`config.mk`:
```
export PLATFORM = sky130hd
export DESIGN_NAME = clk_sel_ctrl
export DESIGN_NICKNAME = d
export VERILOG_FILES = /design/src/rtl/clk_sel_ctrl.sv
export SDC_FILE = /design/constraint.sdc
export NUM_CORES = 1
export LEC_CHECK = 0
export ABC_AREA = 1
export CAP_MARGIN = 20
export CORE_ASPECT_RATIO = 1.25
export CORE_MARGIN = 2
export CORE_UTILIZATION = 46
export CTS_CLUSTER_SIZE = 24
export DETAILED_ROUTE_END_ITERATION = 8
export PLACE_DENSITY = 0.73
export SYNTH_ARGS = -nofsm -noshare
export SYNTH_HDL_FRONTEND = slang
export SYNTH_SLANG_ARGS = --single-unit
```
`constraint.sdc`:
```
create_clock -name clk -period 1.5 [get_ports clk]
set_clock_uncertainty 0.1 [all_clocks]
set_input_delay 0.15 -clock clk [delete_from_list [all_inputs] [get_ports clk]]
set_output_delay 0.15 -clock clk [all_outputs]
set_load 0.1 [all_outputs]
```
`src/rtl/clk_sel_ctrl.sv`:
```
// Select controller for the glitch-free three-source clock mux: handshaked
// switch requests, a settle hold-off after every change, and forced fallback to source 0.
module clk_sel_ctrl #(
    parameter int SETTLE_CYC = 16,
    parameter int CNT_W      = 8
) (
    input  logic             clk,
    input  logic             rst,
    input  logic             req_valid,
    input  logic [1:0]       req_sel,
    output logic             req_ready,
    input  logic [2:0]       clk_fail,
    output logic [1:0]       sel_clk,
    output logic             busy,
    output logic             done,
    output logic             err,
    output logic             fallback,
    output logic [CNT_W-1:0] switch_cnt
);

    typedef enum logic {IDLE, SETTLE} state_t;

    state_t           state_q, state_d;
    logic [7:0]       settle_q, settle_d;
    logic [1:0]       sel_q, sel_d;
    logic             done_q, done_d;
    logic             err_q, err_d;
    logic             fb_q, fb_d;
    logic [CNT_W-1:0] cnt_q, cnt_d;

    logic curFail;
    logic reqFail;
    logic needFb;
    logic accept;
    logic cntSat;

    // Code 3 never names a live source, so it reads as dead.
    always_comb begin
        curFail = 1'b1;
        reqFail = 1'b1;
        case (sel_q)
            2'd0:    curFail = clk_fail[0];
            2'd1:    curFail = clk_fail[1];
            2'd2:    curFail = clk_fail[2];
            default: curFail = 1'b1;
        endcase
        case (req_sel)
            2'd0:    reqFail = clk_fail[0];
            2'd1:    reqFail = clk_fail[1];
            2'd2:    reqFail = clk_fail[2];
            default: reqFail = 1'b1;
        endcase
    end

    assign needFb    = curFail && (sel_q != 2'd0);
    assign req_ready = (state_q == IDLE) && !needFb;
    assign accept    = req_valid && req_ready;
    assign cntSat    = &cnt_q;

    always_comb begin
        state_d  = state_q;
        settle_d = settle_q;
        sel_d    = sel_q;
        cnt_d    = cnt_q;
        done_d   = 1'b0;
        err_d    = 1'b0;
        fb_d     = 1'b0;
        case (state_q)
            IDLE: begin
                if (needFb) begin
                    sel_d    = 2'd0;
                    settle_d = 8'(SETTLE_CYC - 1);
                    fb_d     = 1'b1;
                    cnt_d    = cntSat ? cnt_q : cnt_q + CNT_W'(1);
                    state_d  = SETTLE;
                end else if (accept) begin
                    if (reqFail) begin
                        err_d = 1'b1;
                    end else if (req_sel == sel_q) begin
                        done_d = 1'b1;
                    end else begin
                        sel_d    = req_sel;
                        settle_d = 8'(SETTLE_CYC - 1);
                        cnt_d    = cntSat ? cnt_q : cnt_q + CNT_W'(1);
                        state_d  = SETTLE;
                    end
                end
            end
            SETTLE: begin
                // clk_fail is deliberately ignored until the mux hand-off completes.
                if (settle_q == 8'd0) begin
                    state_d = IDLE;
                    done_d  = 1'b1;
                end else begin
                    settle_d = settle_q - 8'd1;
                end
            end
            default: state_d = IDLE;
        endcase
    end

    always_ff @(posedge clk) begin
        if (rst) begin
            state_q  <= IDLE;
            settle_q <= 8'd0;
            sel_q    <= 2'd0;
            done_q   <= 1'b0;
            err_q    <= 1'b0;
            fb_q     <= 1'b0;
            cnt_q    <= '0;
        end else begin
            state_q  <= state_d;
            settle_q <= settle_d;
            sel_q    <= sel_d;
            done_q   <= done_d;
            err_q    <= err_d;
            fb_q     <= fb_d;
            cnt_q    <= cnt_d;
        end
    end

    assign sel_clk    = sel_q;
    assign busy       = (state_q == SETTLE);
    assign done       = done_q;
    assign err        = err_q;
    assign fallback   = fb_q;
    assign switch_cnt = cnt_q;

endmodule

```
==> results of run 1 <==
[path summary, 6_finish.rpt]
check / cells after the start / end
setup / recovery: 8 / settle_q[4]$_SDFFE_PP0P_
hold / removal: 2 / settle_q[0]$_SDFFE_PP0P_
setup reg to reg: 8 / settle_q[4]$_SDFFE_PP0P_
hold reg to reg: 2 / settle_q[0]$_SDFFE_PP0P_
[logic make-up (layout without fill, tap and decap cells)]
logic type	count (synthesis)	after routing
buf+inv	17	69
xor+xnor	10	10
compound gates	28	28
flops	22	22
simple gates	103	103
fa+ha+maj	3	3
[timing repair]
action,4_1_cts,5_1_grt
resized for setup,17,21
setup endpoints to repair,15,21
setup buffers,6,4
pin swaps,19,18
[routing by layer]
metal	share of wire	GRT usage	vias to the layer above
met4	0.034	0.08108	0
met5	0	0	-
met1	0.37	0.2885	727
li1	-	-	717
met3	0.036	0.04306	18
met2	0.55	0.4870	45
[stage by stage]
step	cells	hold WS (ns)	setup TNS (ns)	util	setup WS (ns)
finish	269	0.4130	-1.406	0.8364	-0.1573
global route	269	0.4443	-2.378	0.8364	-0.2198
CTS	267	0.4074	-0.5400	0.7987	-0.1058
detailed placement	257	0.3835	-5.779	0.7393	-0.3416
global placement	257	0.3651	-4.080	0.7393	-0.2549
floorplan	183	0.1919	-5.269	-	-0.4335
[flip-flops by register name (all words and copies together), names as in the netlist]
signal / cells
busy: 1
done: 1
err: 1
fallback: 1
sel_clk: 2
settle_q: 8
switch_cnt: 8
[layout make-up]
cell class,instances,share of cell area
Multi-Input combinational cell,144,0.4391
Timing Repair Buffer,52,0.2790
Sequential cell,22,0.2159
Inverter,13,0.02311
Tap cell,34,0.01917
Clock inverter,1,0.01353
Clock buffer,3,0.01015
[cells in the final DEF (no fill, tap or decap), types with 2 or more instances in the layout]
cell type        Yosys  routed
nor2_4               2       3
o21ai_0              9       6
nand2_2              5       8
inv_2                0       3
nand2_4              1       4
nand4_1              4       4
nor2_1              21      19
buf_4                0      26
dfxtp_4              0       9
buf_6                1       3
a21oi_2              1      10
dfxtp_1             22       9
buf_12               0      16
a21oi_1             15       5
xor2_1               7       6
clkbuf_4             0       3
dfxtp_2              0       4
inv_1               13       9
o21ai_1              0       3
clkdlybuf4s50_1      0       7
nand3_1             23      17
xnor2_1              3       2
ha_4                 0       3
nand3_2              2       7
nand2_1             41      34
[where the power goes]
part	switching, W	internal [W]
clock	0.000207	0.000271
combinational	0.000433	0.000329
sequential	0.0000465	0.000609
total	0.000687	0.00121
[worst reg2reg max path, stage by stage, from the launching register on]
cell	delay, ns
dfxtp_4	0.38
buf_4	0.15
xor2_2	0.17
nor2_2	0.17
nand2_1	0.11
nand2_4	0.11
buf_4	0.13
o21ai_0	0.11
a21oi_1	0.17
==> run_results.csv, run 1 <==
group,metric,value,unit
timing,timing.fmax,603.4,MHz
die,fp-row-count,21,
cts,tritoncts,"built",
detailed_routing,vias,1507,
critical_path,crit_type,"flop to flop",
global_route,overflow,0,
final_layout,syn_to_final_growth,73.75,%
critical_path,rr_startpoint,"sel_clk[0]$_SDFFE_PP0P_",
critical_path,path_buf_inv,2,
final_layout,fin_nets,247,
critical_path,end_kind,"flop",
detailed_routing,drtIter0Drc,48,
synthesis,yosys-top-cells-area,"dfxtp_1 (34%), nand2_1 (12%), nand3_1 (9.0%), nor2_1 (6.2%), a21oi_1 (5.9%)",
global_route,grt_max_degree,14,
place,hpwl,2.808,mm
synthesis,yosysWarnings,0,
cts,clock_latency,0.33,ns
worst_hold_path,min_path_type,"flop to flop",
synthesis,ys_seq_elements,22,
die,num_io_pins,23,
critical_path,required,1.67,ns
cts,htreeDepth,1,
die,fp.dieW,51.14,µm
synthesis,async_reset_ff_frac,0,
critical_path,cp_slowest_stage_delay,0.38,ns
synthesis,syn_nets,194,
final_layout,multi_input_area,974.7,µm²
synthesis,synth_area,0.001277,mm²
cts,clk_pin_slew,0.13,ns
timing,slew_headroom,0.8203,
synthesis,yosys.area.top_type,"dfxtp_1",
die,die_area,0.003217,mm²
critical_path,start_kind,"flop",
detailed_routing,wl_per_cell,14.81,µm
die,core_area,0.002654,mm²
critical_path,startpoint,"sel_clk[0]$_SDFFE_PP0P_",
final_layout,n_fill_cell,157,
synthesis,synth-xor-area-share,0.06856,
cts,cts_root_buf,"clkbuf_4",
critical_path,arrival,1.83,ns
detailed_routing,routed_wirelength,3.984,mm
die,start_util,0.4814,
synthesis,yosys.area_share.simple,0.3810,
cts,clk_path_buf_depth,2,
timing,fin_crit_sh,1.105,
synthesis,yosys-top-cells-count,"nand2_1 (41), nand3_1 (23), dfxtp_1 (22), nor2_1 (21), a21oi_1 (15)",
synthesis,yosysMostFrequentCell,"nand2_1",
synthesis,synth_edf_count,0,
power_and_ir_drop,p_leak,0.9103,nW
worst_hold_path,worstHoldStart,"settle_q[0]$_SDFFE_PP0P_",
cts,cts_made_buffers,3,
final_layout,diodes,0,
timing,worst_slack,-0.1573,ns
critical_path,ff2ff_setup_slack,-0.16,ns
synthesis,synthAdderAreaFrac,0.02938,
synthesis,synthMuxAreaShare,0,
critical_path,critical-path-slowest-cell,"dfxtp_4",
detailed_routing,drc,0,
synthesis,synth_compound_area_frac,0.1195,
global_route,track_usage,0.2606,
global_route,antenna_found_initial,0,
run,maxCapViolations,0,
timing,setup_violations,18,
synthesis,synth_top_family_by_area,"simple AND/OR/NAND/NOR gates",
timing,timing.final.hold_violations,0,
timing,worst_slew_pin_slew,0.2687,ns
power_and_ir_drop,power_density,853.7,mW/mm²
detailed_routing,first_pass_iters,4,
final_layout,ff_latch_area,479.2,µm²
cts,clkSinkCount,22,
synthesis,synth_top_area_frac,0.3448,
timing,fin_crit,1.657,ns
synthesis,yosysSeqAreaShare,0.3448,
global_route,grt_pass1_wl,6.555,mm
place,gp_congestion,0.8629,
final_layout,drive_gt1_frac,0.4723,
place,dpl_cell_area,0.001962,mm²
run_status,violations,"setup timing",
critical_path,worstPathMaxFanout,4,
detailed_routing,viasPerCell,5.602,
synthesis,synth_cell_types,26,
die,die_y,62.92,µm
place,portBuffers,22,
detailed_routing,antenna_left,0,
global_route,grt_pass1_vias,1522,
final_layout,stdcell_area,0.002220,mm²
cts,hold_buffers,0,
timing,finalMaxSlewViolations,0,
synthesis,avgSynthCellArea,6.981,µm²
timing,rsz0062_at_grt,"true",
power_and_ir_drop,power,0.001895,W
critical_path,path_common_cell,"buf_4",
run_status,outcome,"finished, violations left",
critical_path,crit_path_cell_trace,"buf_4 > xor2_2 > nor2_2 > nand2_1 > nand2_4 > buf_4 > o21ai_0 > a21oi_1",
power_and_ir_drop,ir_drop,0.8698,mV
critical_path,critPathTopFamily,"simple AND/OR/NAND/NOR gates",
synthesis,synth_ff_type,"dfxtp_1",
synthesis,synth_cells,183,
(Power assumes the default switching activity.)
==> run 2, diff against run 1 <==
--- a/config.mk
+++ b/config.mk
@@ -13,6 +13,7 @@
 export CTS_CLUSTER_SIZE = 24
 export DETAILED_ROUTE_END_ITERATION = 8
 export PLACE_DENSITY = 0.73
+export REMOVE_ABC_BUFFERS = 1
 export SYNTH_ARGS = -nofsm -noshare
 export SYNTH_HDL_FRONTEND = slang
 export SYNTH_SLANG_ARGS = --single-unit
==> run 2 against run 1 <==
The flow still finishes with violations (setup timing). Utilization down 4.0 points. Setup slack improved by 0.032 ns. Worst hold slack worse by 0.23 ns. Global-route usage shrank 2.5 points. Total power fell by 9.1%. Non-clock buffer count rose by 8. Final cell count grew 3.0%. Combinational power down 2%. Largest cell class unchanged. Highest routed layer unchanged.
==> run_results.csv, run 2 (synthesis results as in run 1) <==
group,metric,value,unit
critical_path,required,1.60,ns
critical_path,endpoint,"settle_q[5]$_SDFFE_PP0P_",
die,die_y,62.92,µm
timing,worst_slew_pin_slew,0.2907,ns
worst_hold_path,min_path_type,"primary input to flop",
cts,clkSinkCount,22,
final_layout,diodes,0,
cts,cts_made_buffers,3,
die,fp.dieW,51.14,µm
timing,rsz0062_at_grt,"true",
run_status,outcome,"finished, violations left",
power_and_ir_drop,power,0.001723,W
cts,htreeDepth,1,
final_layout,final_cell_mix,"nand2_1 (39), buf_4 (33), nor2_1 (20)",
timing,timing.final.hold_violations,0,
detailed_routing,drtIter0Drc,41,
timing,worst_hold_slack,0.1857,ns
global_route,grt_pass1_vias,1452,
global_route,antenna_found_initial,0,
final_layout,drive_gt1_frac,0.3992,
critical_path,worstPathMaxFanout,4,
place,place_ws,-0.3173,ns
timing,fin_crit_sh,1.083,
cts,cts_root_buf,"clkbuf_4",
detailed_routing,viasPerCell,5.473,
critical_path,rr_worst_depth,8,
detailed_routing,drc,0,
critical_path,arrival,1.72,ns
place,portBuffers,22,
critical_path,startpoint,"settle_q[1]$_SDFFE_PP0P_",
cts,tritoncts,"built",
final_layout,syn_to_final_growth,65.43,%
cts,clk_pin_slew,0.13,ns
cts,clock_latency,0.31,ns
critical_path,r2r_end,"settle_q[5]$_SDFFE_PP0P_",
detailed_routing,first_pass_iters,4,
die,num_io_pins,23,
die,die_area,0.003217,mm²
global_route,grt_use_met3,0.02871,
place,hpwl,2.702,mm
timing,finalMaxSlewViolations,0,
power_and_ir_drop,power_density,815.2,mW/mm²
place,gp_congestion,0.8611,
power_and_ir_drop,p_leak,0.9313,nW
critical_path,crit_type,"flop to flop",
critical_path,ff2ff_setup_slack,-0.12,ns
die,start_util,0.4814,
timing,timing.fmax,615.4,MHz
power_and_ir_drop,ir_drop,0.6785,mV
final_layout,fin_nets,255,
timing,fin_crit,1.625,ns
detailed_routing,routed_wirelength,3.815,mm
run,maxCapViolations,0,
run_status,violations,"setup timing",
timing,setup_violations,14,
detailed_routing,antenna_left,0,
detailed_routing,wl_per_cell,13.77,µm
cts,clk_path_buf_depth,2,
global_route,use_met1,0.2627,
timing,slew_headroom,0.8059,
global_route,overflow,0,
die,core_area,0.002654,mm²
global_route,track_usage,0.2352,
final_layout,n_fill_cell,163,
timing,setup_tns,-0.6127,ns
critical_path,end_kind,"flop",
die,fp-row-count,21,
critical_path,start_kind,"flop",
global_route,grt.met2_usage,0.4416,
timing,worst_slack,-0.1250,ns
final_layout,final_common_cell,"nand2_1",
critical_path,rr_startpoint,"settle_q[1]$_SDFFE_PP0P_",
global_route,grt_busiest_layer,"met2",
detailed_routing,vias,1516,
global_route,grt_max_degree,13,
global_route,grt_pass1_wl,5.961,mm
## run 2: cell types whose count changed in the layout (fill, tap and decap cells not counted), moves of 3 or more
cell / delta
buf_4: +7
a21oi_2: -3
dfxtp_1: +7
dfxtp_4: -8
a21oi_1: +4
nand2_1: +5
nand2_2: -3
## run 2: how the worst min path moves through the flow
stage	from	to	slack, ns	depth (start not counted)
3_3_place_gp	settle_q[0]$_SDFFE_PP0P_	settle_q[0]$_SDFFE_PP0P_	0.36	2
3_5_place_dp	settle_q[0]$_SDFFE_PP0P_	settle_q[0]$_SDFFE_PP0P_	0.39	2
2_1_floorplan	rst	done$_SDFF_PP0_	0.12	1
5_1_grt	req_sel[0]	sel_clk[0]$_SDFFE_PP0P_	0.21	4
4_1_cts	busy$_SDFF_PP0_	fallback$_SDFF_PP0_	0.38	1
6_report	req_sel[0]	sel_clk[0]$_SDFFE_PP0P_	0.19	4
## run 2: timing repair
item	in CTS	in global routing
hold buffers	0	0
pin swaps	10	14
setup endpoints to repair	14	21
resized for setup	13	24
buffers inserted	3	3
endpoints found under the hold margin	0	0
## run 2: metrics by stage
stage	util	std cells	cell area (µm²)
4_1_cts	0.7511	274	1993
3_5_place_dp	0.7185	267	1907
5_1_grt	0.7963	277	2113
3_3_place_gp	0.7185	267	1907
6_report	0.7963	277	2113
2_1_floorplan	-	179	1254
## run 2: final cells by class
cell class / instances / area, µm² / area share
Inverter: 13 / 48.80 / 0.02309
Tap cell: 34 / 42.54 / 0.02013
Sequential cell: 22 / 450.4 / 0.2131
Multi-Input combinational cell: 144 / 849.6 / 0.4020
Timing Repair Buffer: 60 / 685.7 / 0.3245
Clock buffer: 4 / 36.28 / 0.01717
## run 2: layer usage
| layer | wire length, µm | vias up |
|---|---|---|
| met5 | 0 | - |
| met3 | 112 | 15 |
| met4 | 114 | 0 |
| met2 | 2057 | 38 |
| li1 | - | 727 |
| met1 | 1531 | 736 |
## run 2: worst max-delay path, stage by stage (launching register included)
cell and delay, ns:
dfxtp_2 0.36, inv_2 0.05, ha_4 0.16, nor3b_2 0.14
nand4_1 0.14, nand2_2 0.10, buf_4 0.16, o21ai_0 0.22
a21oi_2 0.09
## run 2: power breakdown
part,total (W),leakage [nW],internal (W),switching (W)
Sequential,0.000648,0.181,0.000618,0.0000296
Clock,0.000331,0.0210,0.000148,0.000183
Combinational,0.000744,0.729,0.000319,0.000425
Total,0.00172,0.931,0.00109,0.000638
==> run 3, diff against run 2 <==
--- a/config.mk
+++ b/config.mk
@@ -9,10 +9,11 @@
 export CAP_MARGIN = 20
 export CORE_ASPECT_RATIO = 1.25
 export CORE_MARGIN = 2
-export CORE_UTILIZATION = 46
+export CORE_UTILIZATION = 55
 export CTS_CLUSTER_SIZE = 24
 export DETAILED_ROUTE_END_ITERATION = 8
-export PLACE_DENSITY = 0.73
+export GPL_ROUTABILITY_DRIVEN = 0
+export PLACE_DENSITY = 0.82
 export REMOVE_ABC_BUFFERS = 1
 export SYNTH_ARGS = -nofsm -noshare
 export SYNTH_HDL_FRONTEND = slang
==> constraint.sdc (replaced) <==
create_clock -name clk -period 1.9 [get_ports clk]
set_clock_uncertainty 0.1 [all_clocks]
set_input_delay 0.19 -clock clk [delete_from_list [all_inputs] [get_ports clk]]
set_output_delay 0.19 -clock clk [all_outputs]
set_load 0.1 [all_outputs]
==> run 3 against run 2 <==
The flow now finishes without violations. Critical path depth is 3 lower. Worst hold slack better by 0.19 ns. Die area is 15% lower. Via count decreased by 13%. Total power decreased by 25%. Sequential cell count did not move. Clock power grew 11%. Sequential power down 21%. Wire length is 22% lower. Combinational power decreased by 43%. Global-route usage grew 1.7 points. Critical path type is now flop to output pin.
==> run_results.csv, run 3 (synthesis results as in run 1) <==
group,metric,value,unit
place,placed_cells_incl_taps,239,
detailed_routing,first_pass_iters,4,
power_and_ir_drop,switching_share,0.3539,
place,hpwl,2.358,mm
detailed_routing,drc,0,
final_layout,diodes,0,
detailed_routing,viasPerCell,5.416,
global_route,grt_max_degree,14,
place,portBuffers,22,
final_layout,syn_to_final_growth,27.82,%
detailed_routing,routed_wirelength,2.974,mm
die,num_io_pins,23,
cts,htreeDepth,1,
cts,clkSinkCount,22,
detailed_routing,wl_per_cell,12.24,µm
cts,postCtsSetupBuffers,0,
final_layout,final_common_cell,"nand2_1",
cts,clk_path_buf_depth,2,
timing,fin_crit_sh,0.9394,
power_and_ir_drop,power,0.001300,W
cts,tritoncts,"built",
timing,timing.final.hold_violations,0,
critical_path,required,1.61,ns
global_route,overflow,0,
timing,worst_slew_pin_slew,0.3078,ns
power_and_ir_drop,p_clk_frac,0.284,
timing,rsz0062_at_grt,"false",
power_and_ir_drop,p_leak,0.7217,nW
final_layout,fin_nets,224,
timing,fin_crit,1.785,ns
critical_path,worstPathMaxFanout,6,
global_route,track_usage,0.2518,
final_layout,final_cells,243,
final_layout,ff_latch_area,440.4,µm²
worst_hold_path,min_path_type,"primary input to flop",
critical_path,end_kind,"output pin",
global_route,antenna_found_initial,0,
die,fp-row-count,19,
timing,slew_headroom,0.7945,
critical_path,arrival,1.49,ns
global_route,grt_pass1_wl,4.933,mm
critical_path,crit_type,"flop to output pin",
detailed_routing,drtIter0Drc,31,
die,die_area,0.002727,mm²
final_layout,final_cell_mix,"nand2_1 (40), nand3_1 (23), dfxtp_1 (22)",
run,maxCapViolations,0,
timing,setup_violations,0,
die,start_util,0.5778,
power_and_ir_drop,p_comb_frac,0.323,
run_status,outcome,"finished, final reports clean",
final_layout,drive_gt1_frac,0.1934,
critical_path,start_kind,"flop",
final_layout,n_fill_cell,186,
die,die_y,57.89,µm
global_route,grt_pass1_vias,1184,
die,core_area,0.002211,mm²
cts,cts_root_buf,"clkbuf_4",
cts,clock_latency,0.33,ns
power_and_ir_drop,ir_drop,0.6881,mV
die,fp.dieW,47.11,µm
final_layout,multi_input_area,767.0,µm²
power_and_ir_drop,power_density,796.4,mW/mm²
cts,cts_made_buffers,3,
detailed_routing,vias,1316,
timing,finalMaxSlewViolations,0,
timing,timing.fmax,560.3,MHz
cts,clk_pin_slew,0.12,ns
power_and_ir_drop,power.share.sequential,0.393,
power_and_ir_drop,power.internal,0.0008402,W
detailed_routing,antenna_left,0,
timing,worst_hold_slack,0.3779,ns
critical_path,rr_worst_depth,9,
power_and_ir_drop,p_sw,0.0004602,W
worst_hold_path,holdPathStages,3,
-- run 3: final timing paths --
check | from | to | slack [ns]
max reg2reg | sel_clk[0]$_SDFFE_PP0P_ | switch_cnt[5]$_SDFFE_PP0P_ | 0.17
min | req_valid | err$_SDFF_PP0_ | 0.38
max | sel_clk[0]$_SDFFE_PP0P_ | req_ready | 0.12
min reg2reg | settle_q[0]$_SDFFE_PP0P_ | settle_q[0]$_SDFFE_PP0P_ | 0.42
-- run 3: area by class of cell --
| type | count | share of cell area |
|---|---|---|
| inverter | 13 | 0.02988 |
| multi-input combinational | 144 | 0.4697 |
| sequential | 22 | 0.2697 |
| tap | 31 | 0.02375 |
| clock inverter | 1 | 0.01839 |
| timing repair buffer | 29 | 0.1747 |
| clock buffer | 3 | 0.01379 |
-- run 3: what timing repair did --
action | CTS | global route
hold endpoints to repair | 0 | 0
hold buffers | 0 | 0
gates resized for setup | 0 | 1
endpoints found under the setup margin | 0 | 4
-- run 3: stage by stage --
| step | setup slack (ns) | setup TNS [ns] | area (µm²) | utilization |
|---|---|---|---|---|
| after global routing | 0.02055 | 0 | 1633 | 0.7385 |
| after floorplan | -0.7884 | -12.57 | 1254 | - |
| after detailed placement | 0.02579 | 0 | 1578 | 0.7136 |
| final | 0.1151 | 0 | 1633 | 0.7385 |
| after CTS | 0.1116 | 0 | 1630 | 0.7374 |
| after global placement | 0.1035 | 0 | 1578 | 0.7136 |
-- run 3: power by group through the flow --
| stage | Clock, W | Sequential (W) | Combinational, W |
|---|---|---|---|
| floorplan | 0 | 0.000594 | 0.000221 |
| detailed placement | 0 | 0.000521 | 0.000420 |
| finish | 0.000369 | 0.000511 | 0.000421 |
| global route | 0.000389 | 0.000514 | 0.000464 |
| global placement | 0 | 0.000520 | 0.000404 |
| CTS | 0.000376 | 0.000511 | 0.000422 |
-- run 3: metal layers --
metal,global-route usage,share of wire,vias up
met3,0.04984,0.024,10
met2,0.4227,0.51,25
met5,0,0,-
li1,-,-,666
met1,0.2916,0.43,615
met4,0.1270,0.028,0
-- run 3: worst max-delay path: stages (launching register included) --
cell and delay [ns]:
dfxtp_1 0.52, nand2_1 0.12, nand2_2 0.13, a21oi_2 0.08, buf_4 0.15, buf_12 0.16
